File: src/rtl/laser500_mem_arbiter.sv
// rtl/laser500_mem_arbiter.sv - fixed-priority SDRAM byte-port arbiter (dio > video > cpu)
// Optional macro ARB_FAIRNESS_EN: a waiting CPU beats video after MAX_LOSS consecutive video wins.
module laser500_mem_arbiter #(
    parameter int ADDR_W   = 25,
    parameter int MAX_LOSS = 4
) (
    input  logic              F14M,
    input  logic              RESET_n,
    input  logic              dio_req,
    input  logic [ADDR_W-1:0] dio_addr,
    input  logic [7:0]        dio_data,
    output logic              dio_ack,
    input  logic              vid_req,
    input  logic [ADDR_W-1:0] vid_addr,
    output logic              vid_ack,
    output logic [7:0]        vid_data,
    input  logic              cpu_req,
    input  logic              cpu_we,
    input  logic [ADDR_W-1:0] cpu_addr,
    input  logic [7:0]        cpu_wdata,
    output logic              cpu_ack,
    output logic [7:0]        cpu_rdata,
    output logic              cpu_wait_n,
    output logic              mem_req,
    output logic              mem_we,
    output logic [ADDR_W-1:0] mem_addr,
    output logic [7:0]        mem_din,
    input  logic              mem_ack,
    input  logic [7:0]        mem_dout
);
    typedef enum logic [1:0] {ST_IDLE, ST_BUSY, ST_DONE} state_t;
    typedef enum logic [1:0] {OWN_DIO, OWN_VID, OWN_CPU} owner_t;

    // The loss counter is 3 bits wide, so only 1..7 are meaningful limits.
    if (MAX_LOSS < 1 || MAX_LOSS > 7) begin : g_max_loss_out_of_range
    end

    state_t              state_q, state_d;
    owner_t              owner_q, owner_d;
    logic                mem_req_q, mem_req_d;
    logic                mem_we_q, mem_we_d;
    logic [ADDR_W-1:0]   mem_addr_q, mem_addr_d;
    logic [7:0]          mem_din_q, mem_din_d;
    logic                dio_ack_q, dio_ack_d;
    logic                vid_ack_q, vid_ack_d;
    logic                cpu_ack_q, cpu_ack_d;
    logic [7:0]          vid_data_q, vid_data_d;
    logic [7:0]          cpu_rdata_q, cpu_rdata_d;
    logic                cpu_first;

`ifdef ARB_FAIRNESS_EN
    logic [2:0]          loss_q, loss_d;
    assign cpu_first = cpu_req && (loss_q == 3'(MAX_LOSS));
`else
    assign cpu_first = 1'b0;
`endif

    always_comb begin
        state_d     = state_q;
        owner_d     = owner_q;
        mem_req_d   = mem_req_q;
        mem_we_d    = mem_we_q;
        mem_addr_d  = mem_addr_q;
        mem_din_d   = mem_din_q;
        dio_ack_d   = 1'b0;
        vid_ack_d   = 1'b0;
        cpu_ack_d   = 1'b0;
        vid_data_d  = vid_data_q;
        cpu_rdata_d = cpu_rdata_q;
`ifdef ARB_FAIRNESS_EN
        loss_d      = loss_q;
`endif
        case (state_q)
            ST_IDLE: begin
                if (dio_req) begin
                    owner_d    = OWN_DIO;
                    mem_we_d   = 1'b1;
                    mem_addr_d = dio_addr;
                    mem_din_d  = dio_data;
                    mem_req_d  = 1'b1;
                    state_d    = ST_BUSY;
                end else if (vid_req && !cpu_first) begin
                    owner_d    = OWN_VID;
                    mem_we_d   = 1'b0;
                    mem_addr_d = vid_addr;
                    mem_req_d  = 1'b1;
                    state_d    = ST_BUSY;
`ifdef ARB_FAIRNESS_EN
                    if (cpu_req && loss_q != 3'd7) begin
                        loss_d = loss_q + 3'd1;
                    end
`endif
                end else if (cpu_req) begin
                    owner_d    = OWN_CPU;
                    mem_we_d   = cpu_we;
                    mem_addr_d = cpu_addr;
                    mem_din_d  = cpu_wdata;
                    mem_req_d  = 1'b1;
                    state_d    = ST_BUSY;
`ifdef ARB_FAIRNESS_EN
                    loss_d     = 3'd0;
`endif
                end
            end
            ST_BUSY: begin
                // Completion is credited to the latched owner even if its req has since dropped.
                if (mem_ack) begin
                    mem_req_d = 1'b0;
                    mem_we_d  = 1'b0;
                    state_d   = ST_DONE;
                    case (owner_q)
                        OWN_DIO: dio_ack_d = 1'b1;
                        OWN_VID: begin
                            vid_ack_d  = 1'b1;
                            vid_data_d = mem_dout;
                        end
                        OWN_CPU: begin
                            cpu_ack_d = 1'b1;
                            if (!mem_we_q) begin
                                cpu_rdata_d = mem_dout;
                            end
                        end
                        default: ;
                    endcase
                end
            end
            ST_DONE: state_d = ST_IDLE;
            default: state_d = ST_IDLE;
        endcase
    end

    always_ff @(posedge F14M or negedge RESET_n) begin
        if (!RESET_n) begin
            state_q     <= ST_IDLE;
            owner_q     <= OWN_DIO;
            mem_req_q   <= 1'b0;
            mem_we_q    <= 1'b0;
            mem_addr_q  <= '0;
            mem_din_q   <= '0;
            dio_ack_q   <= 1'b0;
            vid_ack_q   <= 1'b0;
            cpu_ack_q   <= 1'b0;
            vid_data_q  <= '0;
            cpu_rdata_q <= '0;
`ifdef ARB_FAIRNESS_EN
            loss_q      <= '0;
`endif
        end else begin
            state_q     <= state_d;
            owner_q     <= owner_d;
            mem_req_q   <= mem_req_d;
            mem_we_q    <= mem_we_d;
            mem_addr_q  <= mem_addr_d;
            mem_din_q   <= mem_din_d;
            dio_ack_q   <= dio_ack_d;
            vid_ack_q   <= vid_ack_d;
            cpu_ack_q   <= cpu_ack_d;
            vid_data_q  <= vid_data_d;
            cpu_rdata_q <= cpu_rdata_d;
`ifdef ARB_FAIRNESS_EN
            loss_q      <= loss_d;
`endif
        end
    end

    assign mem_req    = mem_req_q;
    assign mem_we     = mem_we_q;
    assign mem_addr   = mem_addr_q;
    assign mem_din    = mem_din_q;
    assign dio_ack    = dio_ack_q;
    assign vid_ack    = vid_ack_q;
    assign cpu_ack    = cpu_ack_q;
    assign vid_data   = vid_data_q;
    assign cpu_rdata  = cpu_rdata_q;
    assign cpu_wait_n = !(cpu_req && !cpu_ack_q);

endmodule
File: config.mk
export PLATFORM = sky130hd
export DESIGN_NAME = laser500_mem_arbiter
export DESIGN_NICKNAME = d
export VERILOG_FILES = /design/src/rtl/laser500_mem_arbiter.sv
export SDC_FILE = /design/constraint.sdc
export NUM_CORES = 1
export LEC_CHECK = 0
export ABC_AREA = 1
export CAP_MARGIN = 20
export CELL_PAD_IN_SITES_DETAIL_PLACEMENT = 2
export CELL_PAD_IN_SITES_GLOBAL_PLACEMENT = 2
export CORE_MARGIN = 2
export CORE_UTILIZATION = 21
export DETAILED_ROUTE_END_ITERATION = 8
export PLACE_DENSITY = 0.83
export SKIP_LAST_GASP = 1
export SYNTH_ARGS = -nofsm -noshare
export SYNTH_HDL_FRONTEND = slang
export SYNTH_SLANG_ARGS = --single-unit
File: constraint.sdc
create_clock -name F14M -period 2.46 [get_ports F14M]
set_input_delay 0.246 -clock F14M [delete_from_list [all_inputs] [get_ports F14M]]
set_output_delay 0.246 -clock F14M [all_outputs]
set_load 0.02 [all_outputs]
==> summary.txt <==
Finish
  – Layout Utilization: 0.366
  – Most frequent cells in the layout: nand2_1 (209), clkdlybuf4s50_1 (158), nand3_1 (67)
  – Ant. Diodes: 0
  – Final nets: 658
  – Layout area overhead: 72.0%
  – Multi-input logic area: 0.00130 mm^2
  – Most common cell after layout, fill and taps aside: nand2_1
  – Layout cells sized above 1: 0.0718
  – FF/Latch Area: approximately 0.0015 mm^2
  – # fillers: between 1500 and 2000

Floorplan
  – Die width: between 100 and 150 um
  – Die Height: approximately 120 um
  – Core area: ~0.014 mm^2
  – Starting Density: 0.213
  – Die ar.: around 0.015 mm^2
  – I/O pin count: about 160
  – Num rows: between 40 and 50

Clock network
  – H-tree depth: 3
  – CTS Buffer Depth: 2
  – Clock transition at the registers of the reported paths: 50 ps
  – Post-CTS sizing: 0
  – Clock Latency Late Sink: about 320 ps
  – Root Buffer: clkbuf_16
  – CTS tree: built
  – Post-CTS repair timing setup buffer count: 0
  – CTS Buf Count: 9
  – Sink Count: between 50 and 60

Setup path
  – Setup slack, reg-to-reg: ~910 ps
  – Crit path required time: approximately 2200 ps
  – Crit path DAT: between 1500 and 2000 ps
  – CP Class: primary input to primary output
  – Reg2reg path depth: 7
  – Critical path startpoint category: primary input
  – FF-to-FF Start: state_q[0]
  – CP max FO: 4
  – Crit. End Element: primary output
  – Reg2reg end: mem_addr[23]

STA
  – Final worst slack: between 500 and 600 ps
  – Final period util: 0.782
  – Relative slew margins: 0.557
  – Setup TNS: 0 ps
  – RSZ-0062 raised after global routing: no
  – Worst-Margin Slew: 664 ps
  – Hold Violations, Final: 0
  – Max Clock Freq: 520 MHz
  – Slew Viols, Final: 0
  – Clock skew: approximately 11 ps
  – Tmin final: 1920 ps
  – Final setup violation count: 0

Synthesis
  – Synth top area share: 0.496
  – Top post-synthesis cells by area: dfrtp_1 (50%), nand2_1 (27%), nand3_1 (11%)
  – Post-synthesis cell count: 390
  – Synth cell types: 20
  – Syn_nets: approximately 500
  – Cell accounting for the most synthesized area: dfrtp_1
  – Warnings from Yosys: 0
  – Seq/Total Area, Yosys: 0.496
  – Syn Area/Cell: between 7 and 8 um^2
  – Yosys reg bits: 58
  – Mapped Area: between 0.002 and 0.003 mm^2

Power
  – Sw frac: 0.383
  – Internal: 3.48 mW
  – Leak pwr: between 2 and 2.5 nW
  – PwrDens: between 1000 and 1500 mW/mm^2
  – Sequential group share of total power: 0.290
  – Pwr Total: between 5 and 6 mW
  – NetSw: roughly 2.2 mW
  – Max rail drop VDD: roughly 300 uV
  – Clock power share: 0.260
  – Comb pwr share: 0.450

GRT
  – Initial antenna violation count: 0
  – First-pass GRT wire length: around 20 mm
  – GRT Residual Overflow: 0
  – Vias in the first global route: between 3000 and 4000
  – Total GRT Usage: 0.168
  – Pin count of the biggest net entering global routing: 59

Placed design
  – HPWL Detailed: ~9 mm
  – Worst slack, placed: 480 ps
  – IO Port Bufs: 160
  – Final GP Congestion: 0.800

Detailed routing
  – DRC violations left: 0
  – Vias per cell: 4.44
  – Drt first pass iters: 4
  – Via count: between 3000 and 4000
  – 1st-iter DRT viols: 67
  – Wire per inst: between 15 and 20 um
  – Antenna viol nets, final: 0
  – Total wire length: around 12 mm

Job
  – Max Cap Violations: 0

Outcome
  – Status: finished clean

Worst hold path
  – Worst hold path class: primary input to async pin
[power by group through the flow]
stage	Clock [mW]	Combinational, mW	Sequential (mW)
floorplan	0	0.825	2.08
global placement	0	2.46	1.63
detailed placement	0	2.57	1.65
CTS	1.50	2.59	1.65
global route	1.54	2.79	1.70
finish	1.46	2.53	1.63
[area by class of cell]
type / count / share of cell area
Sequential cell: 58 / 0.288
Multi-Input combinational cell: 304 / 0.257
Inverter: 10 / 0.00770
Timing Repair Buffer: 169 / 0.333
Clock buffer: 9 / 0.0447
Tap cell: 180 / 0.0447
Clock inverter: 7 / 0.0246
[timing repair]
item | 4_1_cts | 5_1_grt
hold buffers | 1 | 0
setup endpoints to repair | 0 | 0
hold endpoints to repair | 58 | 0
[worst max-delay path by stage]
stage	slack [ps]	to	from
floorplan	1340	cpu_rdata[0]	owner_q[0]
global placement	560	cpu_wait_n	cpu_req
detailed placement	480	mem_din[7]	dio_req
CTS	520	cpu_wait_n	cpu_req
global route	470	cpu_wait_n	cpu_req
finish	540	cpu_wait_n	cpu_req
[synth_stat cells]
| cell type | count |
|---|---|
| nor2_1 | 4 |
| buf_2 | 5 |
| nor2_8 | 1 |
| or2_2 | 1 |
| inv_2 | 1 |
| a21oi_4 | 1 |
| dfrtp_1 | 58 |
| clkbuf_1 | 2 |
| nor2_2 | 3 |
| nand2_1 | 209 |
| a21oi_1 | 1 |
| o21ai_0 | 10 |
| o21ai_2 | 1 |
| clkinv_2 | 1 |
| buf_4 | 4 |
| nand2_2 | 5 |
| nand3_1 | 67 |
| nor3_1 | 1 |
| inv_1 | 8 |
| buf_6 | 7 |
[metrics by stage]
step | instances | cell area [um^2] | hold WS [ps]
6_report | 737 | 5030 | 442
5_1_grt | 737 | 5030 | 477
4_1_cts | 737 | 5030 | 468
3_5_place_dp | 720 | 4680 | 285
3_3_place_gp | 720 | 4680 | 278
2_1_floorplan | 390 | 2930 | -49.6
[logic make-up after synthesis]
| family | synth area share |
|---|---|
| AND/OR/NAND/NOR | 0.415 |
| flip-flops | 0.496 |
| buffers and inverters | 0.0615 |
| AO/OA/AOI/OAI | 0.0274 |
[flip-flops by register name, summed over array words and instances, names as in the netlist, 2 cells and up]
name / flops
mem_din: 8
mem_addr: 25
vid_data: 8
cpu_rdata: 8
state_q: 2
owner_q: 2
[metal layers]
metal,up-vias,GRT usage,share of wire
li1,1560,-,-
met4,0,0.0431,0.012
met2,106,0.299,0.50
met3,14,0.0496,0.075
met5,-,0,0
met1,1593,0.197,0.42
[critical path, stage by stage]
cell	delay, ps
clkdlybuf4s50_1	470
inv_1	120
or2_2	300
clkdlybuf4s50_1	540
Note: power is estimated with default switching activity, not from simulation.
==> patch 1 (same flow settings) <==
Reset style: synchronous (`RESET_n`), changed in one clocked block.
--- a/src/rtl/laser500_mem_arbiter.sv
+++ b/src/rtl/laser500_mem_arbiter.sv
@@ -131,3 +131,3 @@
 
-    always_ff @(posedge F14M or negedge RESET_n) begin
+    always_ff @(posedge F14M) begin
         if (!RESET_n) begin
Behaviour: differs if RESET_n is asserted again (counterexample within 4 cycles, from zero or initial values and one cycle with RESET_n low); with RESET_n held inactive, the same outputs for 10 cycles.
==> patch 1 against the unedited design <==
- synthesized cell count grew 22%
- highest routed layer unchanged
- sequential cell count is the same
- synthesized area grew 0.26%
- design area shrank 1.7%
- non-clock buffer count shrank 4
- worst setup slack gained 0.023 ns
- wire length shrank 3.4%
Power is not compared: it rests on default switching activity, and its combinational part moved more than twofold at a synthesized area within 25%.
==> patch 1: results (changes against the unedited design) <==
- Status: finished, final reports clean (unchanged)
- Met2 WL: 6087 um (was 5930 um)
- Grt met1 use: 0.1711 (was 0.1972)
- Met2 Track Usage GR: 0.2979 (was 0.2985)
- Reg2reg start: state_q[1] (was state_q[0])
- RR Endpoint: mem_addr[11] (was mem_addr[23])
- Clock skew: 0.005307 ns (was 0.01061 ns)
- Slew margin rel.: 0.6354 (was 0.5569)
- Multi-input combinational area share: 0.2939 (was 0.2575)
- Net Count, Synth: 582 (was 496)
- Multi-input gate area: 0.001455 mm^2 (was 0.001296 mm^2)
- Worst reg2reg path depth: 6 (was 7)
- Area grow syn2layout: 68.67% (was 71.97%)
- Post-synthesis sequential area ratio: 0.3956 (was 0.4957)
- Fin nets: 734 (was 658)
- Total track usage: 0.1570 (was 0.1680)
- Initial DRC Count: 104 (was 67)
- Bufs w/o clock: 165 (was 169)
- Final Routed Wirelength: 11540 um (was 11940 um)
- Clock Buffer Count: 12 (was 9)
- Area after DPL: 0.004644 mm^2 (was 0.004676 mm^2)
- Min-delay worst type: in2reg (was in2async)
- Pre-CTS WS: 0.3524 ns (was 0.4795 ns)
- Area leader, netlist: dfxtp_1 (was dfrtp_1)
- Post-synth ARST share: 0 (was 1.000)
- Layout non-clock buf frac: 0.3300 (was 0.3325)
- Fmax: 0.5261 GHz (was 0.5198 GHz)
- Hpwl dp: 8959 um (was 9004 um)
- Synthesized area per cell: 6.167 um^2 (was 7.507 um^2)
- Grt met3 use: 0.02788 (was 0.04963)
- Post-Layout Cell Count: 813 (was 737)
- Worst EP arrival: 1.65 ns (was 1.68 ns)
- First-pass GRT wire length: 18420 um (was 19510 um)
- Share of cells above drive strength 1: 0.05529 (was 0.07181)
- Met3 routed WL: 609 um (was 897 um)
patch 1: cell types whose count changed after synthesis, sizes merged, moves of 5 or more:
cell | before | now
a21oi | 2 | 14
buf | 16 | 21
dfrtp | 58 | 0
dfxtp | 0 | 58
inv | 9 | 45
nand2 | 214 | 204
nand3 | 67 | 29
nand4 | 0 | 8
nor2 | 8 | 89
o21ai | 11 | 1
patch 1: kinds of logic (layout without fill, tap and decap cells):
logic type | after synthesis | count (layout) | share of synthesized area
AO/OA/AOI/OAI | 15 | 15 | 0.02557
buffers and inverters | 69 | 226 | 0.1087
flip-flops | 58 | 58 | 0.3956
AND/OR/NAND/NOR | 334 | 334 | 0.4702
patch 1: worst min-delay path, delay by kind of cell:
kind / cells / cell delay, ns
simple gates: 2 / 0.16
buf+inv: 1 / 0.28
patch 1: where the power goes:
| group | switching [mW] | internal, mW | total (mW) |
|---|---|---|---|
| Sequential | 0.0445 | 1.02 | 1.06 |
| Combinational | 0.393 | 0.373 | 0.767 |
| Clock | 0.440 | 0.837 | 1.28 |
==> patch 2 (config.mk and constraints unchanged) <==
Without the edit above. Add a define of `ARB_FAIRNESS_EN`.
--- a/src/rtl/laser500_mem_arbiter.sv
+++ b/src/rtl/laser500_mem_arbiter.sv
@@ -2,2 +2,4 @@
 // Optional macro ARB_FAIRNESS_EN: a waiting CPU beats video after MAX_LOSS consecutive video wins.
+`define ARB_FAIRNESS_EN
+
 module laser500_mem_arbiter #(
Check against the original RTL: same outputs for any inputs over 10 cycles, from zero or initial values and one cycle with RESET_n low; that may be too few to reach the edited logic, so the function may still have changed.
==> patch 2 against the unedited design <==
- the flow now finishes with violations (hold timing)
- synthesized area increased by 13%
- design area increased by 7.5%
- sequential power increased by 9%
- worst setup slack got worse by 0.068 ns
- wire length increased by 13%
- sequential cell count increased by 3
- total power increased by 9.7%
- synthesized cell count increased by 11%
==> patch 2: results (changes against the unedited design) <==
- Status: finished, violations left (was finished, final reports clean)
- Violated checks: hold timing
- First-pass GRT wire length: 21380 um (was 19510 um)
- Fillers: 1769 (was 1592)
- Synth unique cells: 31 (was 20)
- Vias in the first global route: 4062 (was 3832)
- Vias/cell: 4.424 (was 4.441)
- Initial DRC Count: 77 (was 67)
- Post-Synth Adder-Cell Area: 0.01131 (was 0)
- Max rail drop VDD: 426.8 uV (was 303.6 uV)
- Slew margin rel.: 0.4000 (was 0.5569)
- Share of cells above drive strength 1: 0.07313 (was 0.07181)
- Top cells by area, synth: dfrtp_1, nand2_1, nand3_1, inv_1, nand4_1 (was dfrtp_1, nand2_1, nand3_1, buf_6, o21ai_0)
- Worst EP arrival: 1.75 ns (was 1.68 ns)
- Total track usage: 0.1641 (was 0.1680)
- R2R setup slack: 0.71 ns (was 0.91 ns)
- Post-synthesis sequential area ratio: 0.4600 (was 0.4957)
- Pleak: 2.525 nW (was 2.381 nW)
- Most frequent cells after synthesis: nand2_1, dfrtp_1, nand3_1 (was nand2_1, nand3_1, dfrtp_1)
- GPL Wtd Cong: 0.7982 (was 0.7998)
- Fin nets: 692 (was 658)
- Hpwl dp: 10300 um (was 9004 um)
- Synth Area in Compound Gates: 0.04374 (was 0.02735)
- Total number of yosys warnings: 0 (unchanged)
- Final hold violations: 10 (was 0)
- Hold WS: -0.01805 ns (was 0.4422 ns)
- Final Routed Wirelength: 13470 um (was 11940 um)
-- patch 2: cell types whose count changed after synthesis, moves of 6 or more --
| cell | change |
|---|---|
| nand2_1 | -75 |
| or2_0 | +9 |
| a21oi_1 | +7 |
| nor2_1 | +21 |
| nand3_1 | -8 |
| nand4_1 | +25 |
| inv_1 | +35 |
| o21ai_1 | +6 |
-- patch 2: kinds of logic after synthesis --
kind of cell | Yosys count
AOI/OAI and AO/OA | 25
DFF | 61
adders and majority gates | 3
buffers and inverters | 73
and+or+nand+nor | 269
-- patch 2: layout make-up --
type,instances,area share
clock buffer,11,0.04671
clock inverter,5,0.01965
inverter,47,0.03260
multi-input combinational,297,0.2640
sequential,61,0.2821
tap,211,0.04879
timing repair buffer,167,0.3061
-- patch 2: routing by layer --
metal / vias to the layer above / wire length, um / track usage
met4: 0 / 227 / 0.05123
li1: 1683 / - / -
met3: 17 / 873 / 0.04510
met2: 112 / 6511 / 0.2824
met1: 1723 / 5860 / 0.2001
met5: - / 0 / 0
-- patch 2: worst paths after layout --
kind	startpoint	endpoint	cells after the start
setup / recovery	cpu_req	cpu_wait_n	4
hold / removal	RESET_n	mem_addr[15]	1
setup reg to reg	loss_q[0]	mem_din[3]	9
hold reg to reg	owner_q[1]	dio_ack	1
max in group asynchronous	RESET_n	mem_addr[19]	2
min in group F14M	dio_req	mem_din[6]	5
-- patch 2: report_power, final --
part	internal, mW	total (mW)	switching (mW)
Sequential	1.48	1.77	0.293
Clock	1.05	1.53	0.479
Combinational	1.27	2.88	1.61
Total	3.79	6.18	2.38
-- patch 2: per-stage QoR --
step | utilization | worst slack (ns) | area, um^2 | instances | total power, mW
2_1_floorplan | - | 1.093 | 3318 | 431 | 3.302
3_3_place_gp | 0.3299 | 0.4758 | 5052 | 783 | 4.577
3_5_place_dp | 0.3299 | 0.4183 | 5052 | 783 | 4.718
4_1_cts | 0.3534 | 0.4501 | 5411 | 799 | 6.292
5_1_grt | 0.3534 | 0.4020 | 5411 | 799 | 6.617
6_report | 0.3534 | 0.4685 | 5411 | 799 | 6.175
-- patch 2: critical path: stages --
cell and delay, ns:
clkdlybuf4s50_1 0.59, inv_1 0.07, or2_2 0.27, clkdlybuf4s50_1 0.56
